$ cat src/rtl/cpu_pkg.sv
// Shared CPU types and widths.
// Used by the write-back arbiter and its FIFO.
package cpu_pkg;
  localparam int REG_ADDR_W = 4;
  localparam int DATA_W = 32;

  typedef struct packed {
    logic [REG_ADDR_W-1:0] addr;
    logic [DATA_W-1:0]     data;
  } wb_req_t;
endpackage

$ cat src/rtl/wb_fifo.sv
// Secondary write-back FIFO, generic by DEPTH.
// Exposes per-entry addr/valid so the top can build pending.
module wb_fifo
  import cpu_pkg::*;
#(
  parameter int DEPTH = 4
) (
  input  logic                         clk,
  input  logic                         reset,
  input  logic                         push,
  input  wb_req_t                      din,
  input  logic                         pop,
  output wb_req_t                      head,
  output logic                         full,
  output logic                         empty,
  output logic [DEPTH-1:0][REG_ADDR_W-1:0] entry_addr,
  output logic [DEPTH-1:0]             entry_valid
);
  localparam int PW = $clog2(DEPTH);
  localparam int CW = PW + 1;
  localparam logic [CW-1:0] FULL_CNT = CW'(DEPTH);

  wb_req_t       mem [DEPTH];
  logic [PW-1:0] wptr;
  logic [PW-1:0] rptr;
  logic [CW-1:0] count;
  logic          do_push;
  logic          do_pop;

  assign do_push = push && !full;
  assign do_pop  = pop && !empty;
  assign full    = (count == FULL_CNT);
  assign empty   = (count == '0);
  assign head    = mem[rptr];

  always_ff @(posedge clk or negedge reset) begin
    if (!reset) begin
      wptr        <= '0;
      rptr        <= '0;
      count       <= '0;
      entry_valid <= '0;
    end else begin
      if (do_push) begin
        wptr              <= wptr + PW'(1);
        entry_valid[wptr] <= 1'b1;
      end
      // push and pop never share a slot: full blocks push, empty blocks pop
      if (do_pop) begin
        rptr              <= rptr + PW'(1);
        entry_valid[rptr] <= 1'b0;
      end
      unique case ({do_push, do_pop})
        2'b10:   count <= count + CW'(1);
        2'b01:   count <= count - CW'(1);
        default: count <= count;
      endcase
    end
  end

  always_ff @(posedge clk) begin
    if (do_push) mem[wptr] <= din;
  end

  always_comb begin
    for (int i = 0; i < DEPTH; i++) begin
      entry_addr[i] = mem[i].addr;
    end
  end
endmodule

$ cat src/rtl/wb_arbiter.sv
// Write-back arbiter: pipeline writes win, long-latency results queue.
// Optional same-cycle bypass of an idle FIFO via WB_BYPASS_EN.
module wb_arbiter
  import cpu_pkg::*;
#(
  parameter int DEPTH = 4
) (
  input  logic                           clk,
  input  logic                           reset,
  input  logic                           p_we,
  input  logic [REG_ADDR_W-1:0]          p_addr,
  input  logic [DATA_W-1:0]              p_data,
  input  logic                           s_valid,
  output logic                           s_ready,
  input  logic [REG_ADDR_W-1:0]          s_addr,
  input  logic [DATA_W-1:0]              s_data,
  output logic [REG_ADDR_W-1:0]          addr_d,
  output logic [DATA_W-1:0]              data_d,
  output logic                           we,
  output logic [(1<<REG_ADDR_W)-1:0]     pending
);
  logic    p_eff;
  logic    s_acc;
  logic    s_keep;
  logic    bypass;
  logic    push;
  logic    pop;
  logic    full;
  logic    empty;
  wb_req_t head;
  wb_req_t p_req;
  wb_req_t s_req;
  wb_req_t nxt;
  logic    nxt_we;

  logic [DEPTH-1:0][REG_ADDR_W-1:0] entry_addr;
  logic [DEPTH-1:0]                 entry_valid;

  assign p_req   = '{addr: p_addr, data: p_data};
  assign s_req   = '{addr: s_addr, data: s_data};
  assign p_eff   = p_we && (p_addr != '0);
  assign s_ready = !full;
  assign s_acc   = s_valid && s_ready;
  assign s_keep  = s_acc && (s_addr != '0);

`ifdef WB_BYPASS_EN
  assign bypass = s_keep && empty && !p_eff;
`else
  assign bypass = 1'b0;
`endif

  assign push = s_keep && !bypass;
  assign pop  = !p_eff && !empty;

  wb_fifo #(.DEPTH(DEPTH)) u_fifo (
    .clk         (clk),
    .reset       (reset),
    .push        (push),
    .din         (s_req),
    .pop         (pop),
    .head        (head),
    .full        (full),
    .empty       (empty),
    .entry_addr  (entry_addr),
    .entry_valid (entry_valid)
  );

  always_comb begin
    nxt_we   = 1'b1;
    nxt.addr = addr_d;
    nxt.data = data_d;
    unique case (1'b1)
      p_eff:   nxt = p_req;
      pop:     nxt = head;
      bypass:  nxt = s_req;
      default: nxt_we = 1'b0;
    endcase
  end

  always_ff @(posedge clk or negedge reset) begin
    if (!reset) begin
      we     <= 1'b0;
      addr_d <= '0;
      data_d <= '0;
    end else begin
      we     <= nxt_we;
      addr_d <= nxt.addr;
      data_d <= nxt.data;
    end
  end

  always_comb begin
    pending = '0;
    for (int i = 0; i < DEPTH; i++) begin
      if (entry_valid[i]) pending[entry_addr[i]] = 1'b1;
    end
  end
endmodule

$ cat config.mk
export PLATFORM = sky130hd
export DESIGN_NAME = wb_arbiter
export DESIGN_NICKNAME = d
export VERILOG_FILES = /design/src/rtl/cpu_pkg.sv /design/src/rtl/wb_fifo.sv /design/src/rtl/wb_arbiter.sv
export SDC_FILE = /design/constraint.sdc
export NUM_CORES = 1
export LEC_CHECK = 0
export ABC_CLOCK_PERIOD_IN_PS = 3900
export BUFFER_PORTS_ARGS = -buffer_cell sky130_fd_sc_hd__buf_4
export CAP_MARGIN = 10
export CORE_MARGIN = 3
export CORE_UTILIZATION = 51
export DETAILED_ROUTE_END_ITERATION = 10
export HOLD_SLACK_MARGIN = 0.06
export PLACE_DENSITY = 0.79
export SYNTH_ARGS = -nofsm -noshare
export SYNTH_HDL_FRONTEND = slang
export SYNTH_SLANG_ARGS = --single-unit
$ cat constraint.sdc
create_clock -name clk -period 3.9 [get_ports clk]
set_clock_uncertainty 0.1 [all_clocks]
set_input_delay 0.195 -clock clk [delete_from_list [all_inputs] [get_ports clk]]
set_output_delay 0.195 -clock clk [all_outputs]
set_load 0.01 [all_outputs]
==> results.toml, run 1 <==
[status]
status = "complete, no violations"

[global_routing]
grt_pass1_vias = 5606
grt_remaining_overflow = 0
grt_max_degree = 71
antenna_found_initial = 2
grt_pass1_wl_mm = 30.1
grt_util_all_layers_pct = 22.4

[floorplanning]
io_pins = 130
start_util_pct = 52.4
rows = 45
die_x_um = 131
dieArea_um2 = 17200
core-area_um2 = 15300
die_y_um = 131

[place]
io_buffer_count = 129
gp_congestion = 0.989
dp_cells = 833
hpwl_mm = 11.5

[synthesis]
postSynthAreaPerCell_um2 = 15.8
ys_ff_latch = 192
synth_area_leaders = "edfxtp_1, dfrtp_1, mux4_2, nand2_1, a31oi_1"
synth_top_area_share_pct = 54.0
yosysSeqAreaShare_pct = 69.1
yosysWarningCount = 0
ys_types = 47
synth_area_leader_cell = "edfxtp_1"
synth_area_um2 = 8000
synth-async-reset-ratio_pct = 25.0
synth-edff-count = 144
syn_inst = 507
synth_nets = 593
ys.flop_type = "edfxtp_1"

[drt]
drt-wirelength-per-cell_um = 20.2
drt_iter0_drc = 591
route.detailed.vias_per_inst = 5.76
drt.antenna.violating_nets = 0
first_pass_iters = 6
drc = 0
wl_mm = 19.1
vias = 5434

[final_layout]
fin_util_pct = 69.1
seq_area_um2 = 5530
final_layout_size_suffix_gt1_share_pct = 29.8
finalNonFillerCells = 944
n_fill_cell = 993
nNetsFinal = 804
area_growth_syn_to_layout_pct = 31.7
multi_input_area_um2 = 2330

[clock_network]
clkSinkCount = 192
cts-resized-gates = 0
cts_setup_buffers = 0
cts_tree = "built"
h-tree-depth = 4
cts_buffers = 17
cts.path.max_buffers = 2
cts_root_buffer = "clkbuf_16"
path_clk_slew_ns = 0.06
clock_latency_ns = 0.43

[min_path]
holdCritPathClass = "input port to flip-flop"
hold_end = "u_fifo.wptr[0]"
holdPathStages = 4
hold_start = "s_valid"

[critical_path]
r2r-start = "u_fifo.count[0]"
r2r_cells = 9
critPathMaxStageDelay_ns = 0.79
crit_chain = "nor3b_1 -> nor2_1 -> inv_1 -> ha_1 -> inv_1 -> fa_1 -> xor2_1 -> nor2_1 -> xor2_1"
rr_endpoint = "u_fifo.count[2]"
worstSetupEndpointType = "flip-flop"
cpMaxStageDelayCell = "nor3b_1"
cp.arrival_ns = 3.09
worstPathRequired_ns = 4.13
path_max_fanout = 6
cp-start-kind = "flip-flop"
critPathKind = "flip-flop to flip-flop"
rrSetupSlack_ns = 1.05

[timing]
slew_headroom_pct = 36.9
fin_setup_tns_ns = 0
finalHoldViolCount = 0
finalSetupViolCount = 0
finalCritPeriodShare_pct = 73.1
final_max_slew_viol_count = 0
rsz0062_at_grt = "no"
max_freq_mhz = 351
post-route-min-period_ns = 2.85
worstMarginPinSlew_ns = 0.946

[pwr]
leakage_nw = 4.01
peakVddDrop_mv = 0.442
p_per_area_nw_per_um2 = 657

[run]
cap_viol_max_count = 0
## cells in the mapped netlist, types with 5 or more instances
cell,count
buf_4,5
nor3b_1,7
clkbuf_1,9
nor2_1,40
a31oi_1,32
nand2_1,69
a221o_1,10
buf_2,7
and3_1,6
dfrtp_1,48
ha_1,9
inv_1,11
o221ai_1,6
mux4_2,36
edfxtp_1,144
nand3_1,6
## timing repair
item                                    4_1_cts  5_1_grt
hold buffers                                 77        0
endpoints found under the setup margin        0        0
hold endpoints to repair                    228        0
## state kept, by name, indices dropped and copies added, names as in the netlist
signal and cells:
u_fifo.count 3, u_fifo.mem 144, addr_d 4, we 1, u_fifo.rptr 2, u_fifo.wptr 2, data_d 32, u_fifo.entry_valid 4
## worst max-delay path by stage
stage	startpoint	endpoint	slack, ns
2_1_floorplan	u_fifo.count[2]	u_fifo.mem[0][0]	-0.04
3_3_place_gp	u_fifo.count[0]	u_fifo.count[2]	1.28
3_5_place_dp	u_fifo.count[0]	u_fifo.count[2]	1.09
4_1_cts	u_fifo.count[0]	u_fifo.count[2]	1.07
5_1_grt	u_fifo.count[0]	u_fifo.count[2]	0.86
6_report	u_fifo.count[0]	u_fifo.count[2]	1.05
## area by class of cell
type | count | share of cell area, %
repair buffers | 217 | 17.3
inverters | 11 | 0.392
flip-flops and latches | 192 | 52.4
well taps | 211 | 2.50
diodes | 2 | 0.0475
clock inverters | 7 | 0.499
multi-input cells | 279 | 22.1
clock buffers | 25 | 4.70
## layer usage
layer / wire [um] / vias to the layer above / GRT usage (%)
li1: - / 2400 / -
met5: 0 / - / 0
met3: 1220 / 41 / 5.47
met2: 9880 / 279 / 38.6
met1: 7540 / 2714 / 28.2
met4: 464 / 0 / 7.47
## cells in the final DEF, fill, tap and decap left out, drive strengths merged, types with 3 or more instances in the layout
master / instances
edfxtp: 144
buf: 140
dlygate4sd3: 77
nand2: 69
dfrtp: 48
nor2: 40
mux4: 36
a31oi: 32
clkbuf: 25
inv: 12
a221o: 10
ha: 9
nor3b: 7
and3: 6
nand3: 6
o221ai: 6
a2bb2oi: 4
nor2b: 4
nand3b: 4
o32ai: 4
nand2b: 4
a22oi: 4
clkinvlp: 4
and3b: 3
a32oi: 3
xnor2: 3
## cells by family after synthesis
group / synth area share (%)
xor gates and xnor gates: 0.547
DFF: 69.1
adders and majority gates: 1.66
buffers and inverters: 2.13
AOI/OAI and AO/OA: 7.52
and+or+nand+nor: 8.69
muxes: 10.4
## worst max-delay path: cells and delay by family (launching register included)
| kind | cells | cell delay [ns] |
|---|---|---|
| xor gates and xnor gates | 2 | 0.35 |
| adders and majority gates | 2 | 0.55 |
| buffers and inverters | 2 | 0.16 |
| DFF | 1 | 0.46 |
| and+or+nand+nor | 3 | 1.14 |
## through the flow
step / hold WS [ns] / power (mW) / area [um2] / worst slack [ns]
3_3_place_gp: 0.158 / 5.18 / 9220 / 1.28
6_report: 0.182 / 6.93 / 10500 / 1.05
5_1_grt: 0.198 / 7.26 / 10500 / 0.858
2_1_floorplan: -0.201 / 4.43 / 8000 / -0.0372
3_5_place_dp: 0.178 / 5.27 / 9220 / 1.09
4_1_cts: 0.175 / 6.94 / 10500 / 1.07
## report_power, final
group / total (mW) / internal (mW) / switching (mW) / leakage (nW)
sequential: 3.18 / 2.74 / 0.438 / 1.87
combinational: 2.15 / 1.11 / 1.04 / 1.89
clock: 1.60 / 0.886 / 0.713 / 0.256
total: 6.93 / 4.74 / 2.19 / 4.01
No activity file was read; power rests on OpenSTA's default activity.
==> run 2: changes to the inputs <==
--- a/config.mk
+++ b/config.mk
@@ -5,7 +5,7 @@
 export SDC_FILE = /design/constraint.sdc
 export NUM_CORES = 1
 export LEC_CHECK = 0
-export ABC_CLOCK_PERIOD_IN_PS = 3900
+export ABC_CLOCK_PERIOD_IN_PS = 2350
 export BUFFER_PORTS_ARGS = -buffer_cell sky130_fd_sc_hd__buf_4
 export CAP_MARGIN = 10
 export CORE_MARGIN = 3
==> constraint.sdc (replaced) <==
create_clock -name clk -period 2.35 [get_ports clk]
set_clock_uncertainty 0.1 [all_clocks]
set_input_delay 0.1175 -clock clk [delete_from_list [all_inputs] [get_ports clk]]
set_output_delay 0.1175 -clock clk [all_outputs]
set_load 0.01 [all_outputs]
==> results.toml, run 2 (synthesized netlist as in run 1, its figures left out) <==
[status]
status = "complete, no violations"

[floorplanning]
dieArea_um2 = 17200
rows = 45
core-area_um2 = 15300
start_util_pct = 52.4
die_y_um = 131
die_x_um = 131
io_pins = 130

[pwr]
peakVddDrop_mv = 0.812
leakage_nw = 4.14
p_per_area_nw_per_um2 = 1150

[critical_path]
critPathKind = "input port to flip-flop"
path_max_fanout = 2
crit_chain = "dlygate4sd3_1 -> buf_4 -> o41ai_4 -> and2_4 -> ha_2 -> inv_1 -> fa_1 -> xor2_1 -> nor2_1 -> xor2_1"
cp.buffers_inverters = 3
cp.arrival_ns = 2.51
crit_family = "buffers and inverters"
cpMaxStageDelayCell = "dlygate4sd3_1"
crit_top_cell = "xor2_1"
worstPathRequired_ns = 2.60
critPathMaxStageDelay_ns = 0.54
worstSetupEndpointType = "flip-flop"
cp-start-kind = "input port"

[final_layout]
area_growth_syn_to_layout_pct = 35.1
antenna_cells = 0
final_layout_size_suffix_gt1_share_pct = 31.3
final_common_cell = "edfxtp_1"
finalNonFillerCells = 946
fin_util_pct = 70.9
fin_area_um2 = 10800
largest_registers = "u_fifo.mem x144, data_d x32"
largest_reg_flops = 144
nNetsFinal = 808
largest-register = "u_fifo.mem"
mostFrequentLayoutCells = "edfxtp_1, buf_4, dlygate4sd3_1"

[clock_network]
cts_root_buffer = "clkbuf_16"
path_clk_slew_ns = 0.07
h-tree-depth = 4
clock_latency_ns = 0.43
clkSinkCount = 192
cts_tree = "built"
cts.path.max_buffers = 2
cts_buffers = 17

[drt]
drt.antenna.violating_nets = 0
wl_mm = 20.8
route.detailed.vias_per_inst = 5.83
first_pass_iters = 5
drc = 0
drt-wirelength-per-cell_um = 22.0
drt_iter0_drc = 547
vias = 5515

[place]
gp_congestion = 0.865
preCtsSetupSlack_ns = 0.170
placed_area_um2 = 9340
dp_cells = 839
io_buffer_count = 129
hpwl_mm = 12.3

[timing]
max_freq_mhz = 443
finalHoldViolCount = 0
slew_headroom_pct = 51.4
finalSetupViolCount = 0
post-route-min-period_ns = 2.26
final_max_slew_viol_count = 0
rsz0062_at_grt = "no"
finalCritPeriodShare_pct = 96.1
setup_ws_ns = 0.0924
worstMarginPinSlew_ns = 0.729

[min_path]
holdCritPathClass = "input port to asynchronous set/reset pin"

[global_routing]
grt_pass1_vias = 5925
grt_remaining_overflow = 0
grt_pass1_wl_mm = 33.0
grt_util_all_layers_pct = 24.8
antenna_found_initial = 0
grt_max_degree = 71

[run]
cap_viol_max_count = 0
## run 2: changes by cell type in the layout (fill, tap and decap cells not counted), moves of 3 or more
cell / delta
clkbuf_1: -4
nor3b_4: +4
nor3b_2: -3
bufinv_16: +7
buf_12: +4
clkbuf_8: -4
## run 2: timing repair
item / CTS / global route
hold buffers: 75 / 0
gates resized for setup: 0 / 4
setup endpoints to repair: 0 / 1
setup buffers: 0 / 0
endpoints found under the hold margin: 229 / 0
## run 2: where the power goes
| part | leakage [nW] | switching, mW | internal, mW |
|---|---|---|---|
| Sequential | 1.87 | 0.579 | 4.54 |
| Clock | 0.336 | 1.27 | 2.12 |
| Combinational | 1.93 | 2.00 | 1.95 |
## run 2: routing by layer
layer | vias to the layer above | global-route usage (%) | wire length (um)
li1 | 2416 | - | -
met1 | 2791 | 29.6 | 7930
met2 | 255 | 44.4 | 11100
met3 | 53 | 4.67 | 1030
met4 | 0 | 10.5 | 702
met5 | - | 0 | 0
## run 2: worst paths after layout
path	from	end	slack (ns)	cells past startpoint
setup / recovery	p_addr[0]	u_fifo.count[2]	0.09	10
max in group asynchronous	reset	u_fifo.rptr[1]	1.48	2
min in group clk	s_data[21]	u_fifo.mem[2][21]	0.32	2
hold reg to reg	data_d[14]	data_d[14]	0.44	2
hold / removal	reset	addr_d[0]	0.17	2
setup reg to reg	u_fifo.count[0]	u_fifo.count[2]	0.13	9
## run 2: per-stage QoR
stage               setup TNS (ns)  total power [mW]  hold slack, ns
floorplan                   -46.35              7.33          -0.278
global placement                 0              8.80          0.0877
detailed placement               0              8.93          0.0995
CTS                              0              12.4           0.186
global route                     0              13.1           0.232
finish                           0              12.5           0.175
## run 2: area by class of cell
class | count | area, um2
Clock buffer | 17 | 425
Fill cell | 953 | 4450
Inverter | 11 | 41.3
Clock inverter | 15 | 279
Timing Repair Buffer | 221 | 1900
Tap cell | 211 | 264
Multi-Input combinational cell | 279 | 2380
Sequential cell | 192 | 5530
==> run 3: changes to the inputs <==
--- a/config.mk
+++ b/config.mk
@@ -9,10 +9,11 @@
 export BUFFER_PORTS_ARGS = -buffer_cell sky130_fd_sc_hd__buf_4
 export CAP_MARGIN = 10
 export CORE_MARGIN = 3
-export CORE_UTILIZATION = 51
+export CORE_UTILIZATION = 53
+export CTS_BUF_LIST = sky130_fd_sc_hd__clkbuf_8
 export DETAILED_ROUTE_END_ITERATION = 10
 export HOLD_SLACK_MARGIN = 0.06
-export PLACE_DENSITY = 0.79
+export PLACE_DENSITY = 0.82
 export SYNTH_ARGS = -nofsm -noshare
 export SYNTH_HDL_FRONTEND = slang
 export SYNTH_SLANG_ARGS = --single-unit
==> constraint.sdc (replaced) <==
create_clock -name clk -period 2.35 [get_ports clk]
set_clock_uncertainty 0.1 [all_clocks]
set_input_delay 0.235 -clock clk [delete_from_list [all_inputs] [get_ports clk]]
set_output_delay 0.235 -clock clk [all_outputs]
set_load 0.01 [all_outputs]
==> results.toml, run 3 (synthesized netlist as in run 1, its figures left out) <==
[timing]
post-route-min-period_ns = 2.26
slew_headroom_pct = 51.8
final_max_slew_viol_count = 0
finalHoldViolCount = 0
rsz0062_at_grt = "no"
finalSetupViolCount = 0
fin_setup_tns_ns = 0
holdWs_ns = 0.152
max_freq_mhz = 442
worstMarginPinSlew_ns = 0.723
finalCritPeriodShare_pct = 96.3

[critical_path]
crit_chain = "dlygate4sd3_1 -> buf_4 -> o41ai_4 -> and2_4 -> ha_2 -> inv_1 -> fa_2 -> xor2_1 -> nor2_1 -> xor2_1"
cp-start-kind = "input port"
critPathKind = "input port to flip-flop"
cp.arrival_ns = 2.54
worstSetupEndpointType = "flip-flop"
critPathMaxStageDelay_ns = 0.53
crit_family = "buffers and inverters"
path_max_fanout = 2
crit_top_cell = "xor2_1"
cpMaxStageDelayCell = "dlygate4sd3_1"
cp.buffers_inverters = 3
worstPathRequired_ns = 2.63

[drt]
drt_iter0_drc = 468
wl_mm = 19.0
vias = 5467
drc = 0
drt-wirelength-per-cell_um = 20.7
route.detailed.vias_per_inst = 5.93
drt.antenna.violating_nets = 0
first_pass_iters = 5

[status]
status = "complete, no violations"

[floorplanning]
die_x_um = 129
io_pins = 130
start_util_pct = 54.6
dieArea_um2 = 16600
rows = 44
core-area_um2 = 14600
die_y_um = 129

[global_routing]
grt_util_all_layers_pct = 23.8
grt_pass1_vias = 5721
grt_pass1_wl_mm = 29.9
grt_max_degree = 71
grt_remaining_overflow = 0
antenna_found_initial = 0

[clock_network]
cts_tree = "built"
path_clk_slew_ns = 0.08
h-tree-depth = 4
clock_latency_ns = 0.46
cts_buffers = 17
cts.path.max_buffers = 2
clkSinkCount = 192
cts_root_buffer = "clkbuf_8"

[final_layout]
mostFrequentLayoutCells = "buf_4, edfxtp_1, dlygate4sd3_1"
largest-register = "u_fifo.mem"
largest_registers = "u_fifo.mem x144, data_d x32"
final_layout_size_suffix_gt1_share_pct = 31.6
area_growth_syn_to_layout_pct = 31.0
nNetsFinal = 811
antenna_cells = 0
n_fill_cell = 938
largest_reg_flops = 144
final_common_cell = "buf_4"

[pwr]
p_per_area_nw_per_um2 = 1060
p_sw_share_pct = 32.3
peakVddDrop_mv = 0.591
p_int_mw = 7.50
switchingPower_mw = 3.58
pwr-share-seq_pct = 46.1
power.share.combinational_pct = 34.7
leakage_nw = 4.02
clockPowerShare_pct = 19.2

[run]
cap_viol_max_count = 0

[place]
hpwl_mm = 11.8
io_buffer_count = 129
gp_congestion = 0.989

[min_path]
holdCritPathClass = "input port to flip-flop"
-- run 3: cell types whose count changed in the layout (fill, tap and decap cells not counted), moves of 2 or more --
cell	change
buf_12	-2
buf_4	+5
bufinv_16	-5
clkbuf_16	-17
clkbuf_8	+20
inv_1	+4
or3b_2	-2
or3b_4	+2
-- run 3: timing repair --
action / 4_1_cts / 5_1_grt
buffers inserted: 2 / 0
hold buffers: 74 / 1
pin swaps: 0 / 4
gates resized for setup: 1 / 8
hold endpoints to repair: 228 / 1
setup endpoints to repair: 1 / 2
-- run 3: per-layer routing --
metal	part of all wire (%)	track usage [%]	vias up
met2	52	40.5	266
met4	3.0	9.57	0
met1	39	30.1	2729
li1	-	-	2415
met5	0	0	-
met3	5.5	5.02	57
-- run 3: layout make-up --
cell class	instances	area [um2]	area share [%]
Multi-Input combinational cell	279	2390	22.8
Clock buffer	20	275	2.63
Timing Repair Buffer	224	1890	18.1
Tap cell	184	230	2.20
Inverter	11	41.3	0.394
Sequential cell	192	5530	52.8
Clock inverter	12	118	1.12
-- run 3: path summary, 6_finish.rpt --
| check | start | to | slack [ns] | depth (start not counted) |
|---|---|---|---|---|
| max in group asynchronous | reset | u_fifo.entry_valid[2] | 1.42 | 2 |
| min reg2reg | data_d[30] | data_d[30] | 0.45 | 2 |
| min in group asynchronous | reset | data_d[20] | 0.24 | 2 |
| min | s_addr[1] | u_fifo.wptr[0] | 0.15 | 4 |
| max reg2reg | u_fifo.count[0] | u_fifo.count[2] | 0.24 | 9 |
| max | p_addr[2] | u_fifo.count[2] | 0.09 | 10 |
-- run 3: through the flow --
step / power (mW) / utilization [%] / cells / cell area [um2] / setup WS, ns
2_1_floorplan: 7.33 / - / 507 / 8020 / -0.317
3_3_place_gp: 8.71 / 63.4 / 813 / 9290 / 0.154
3_5_place_dp: 8.88 / 63.4 / 813 / 9290 / 0.0621
4_1_cts: 11.1 / 71.3 / 921 / 10400 / 0.00938
5_1_grt: 11.7 / 71.6 / 922 / 10500 / 0.0222
6_report: 11.1 / 71.6 / 922 / 10500 / 0.0868
-- run 3: tightest hold or removal path: stages --
cell,delay (ns)
buf_4,0.10
o41ai_4,0.09
nor2_2,0.16
xnor2_1,0.09
-- run 3: power groups by stage --
stage	registers, mW	clock network [mW]	logic [mW]
2_1_floorplan	5.05	0	2.29
5_1_grt	5.21	2.31	4.19
4_1_cts	5.09	2.17	3.85
3_5_place_dp	5.17	0	3.71
3_3_place_gp	5.10	0	3.61
6_report	5.12	2.13	3.85
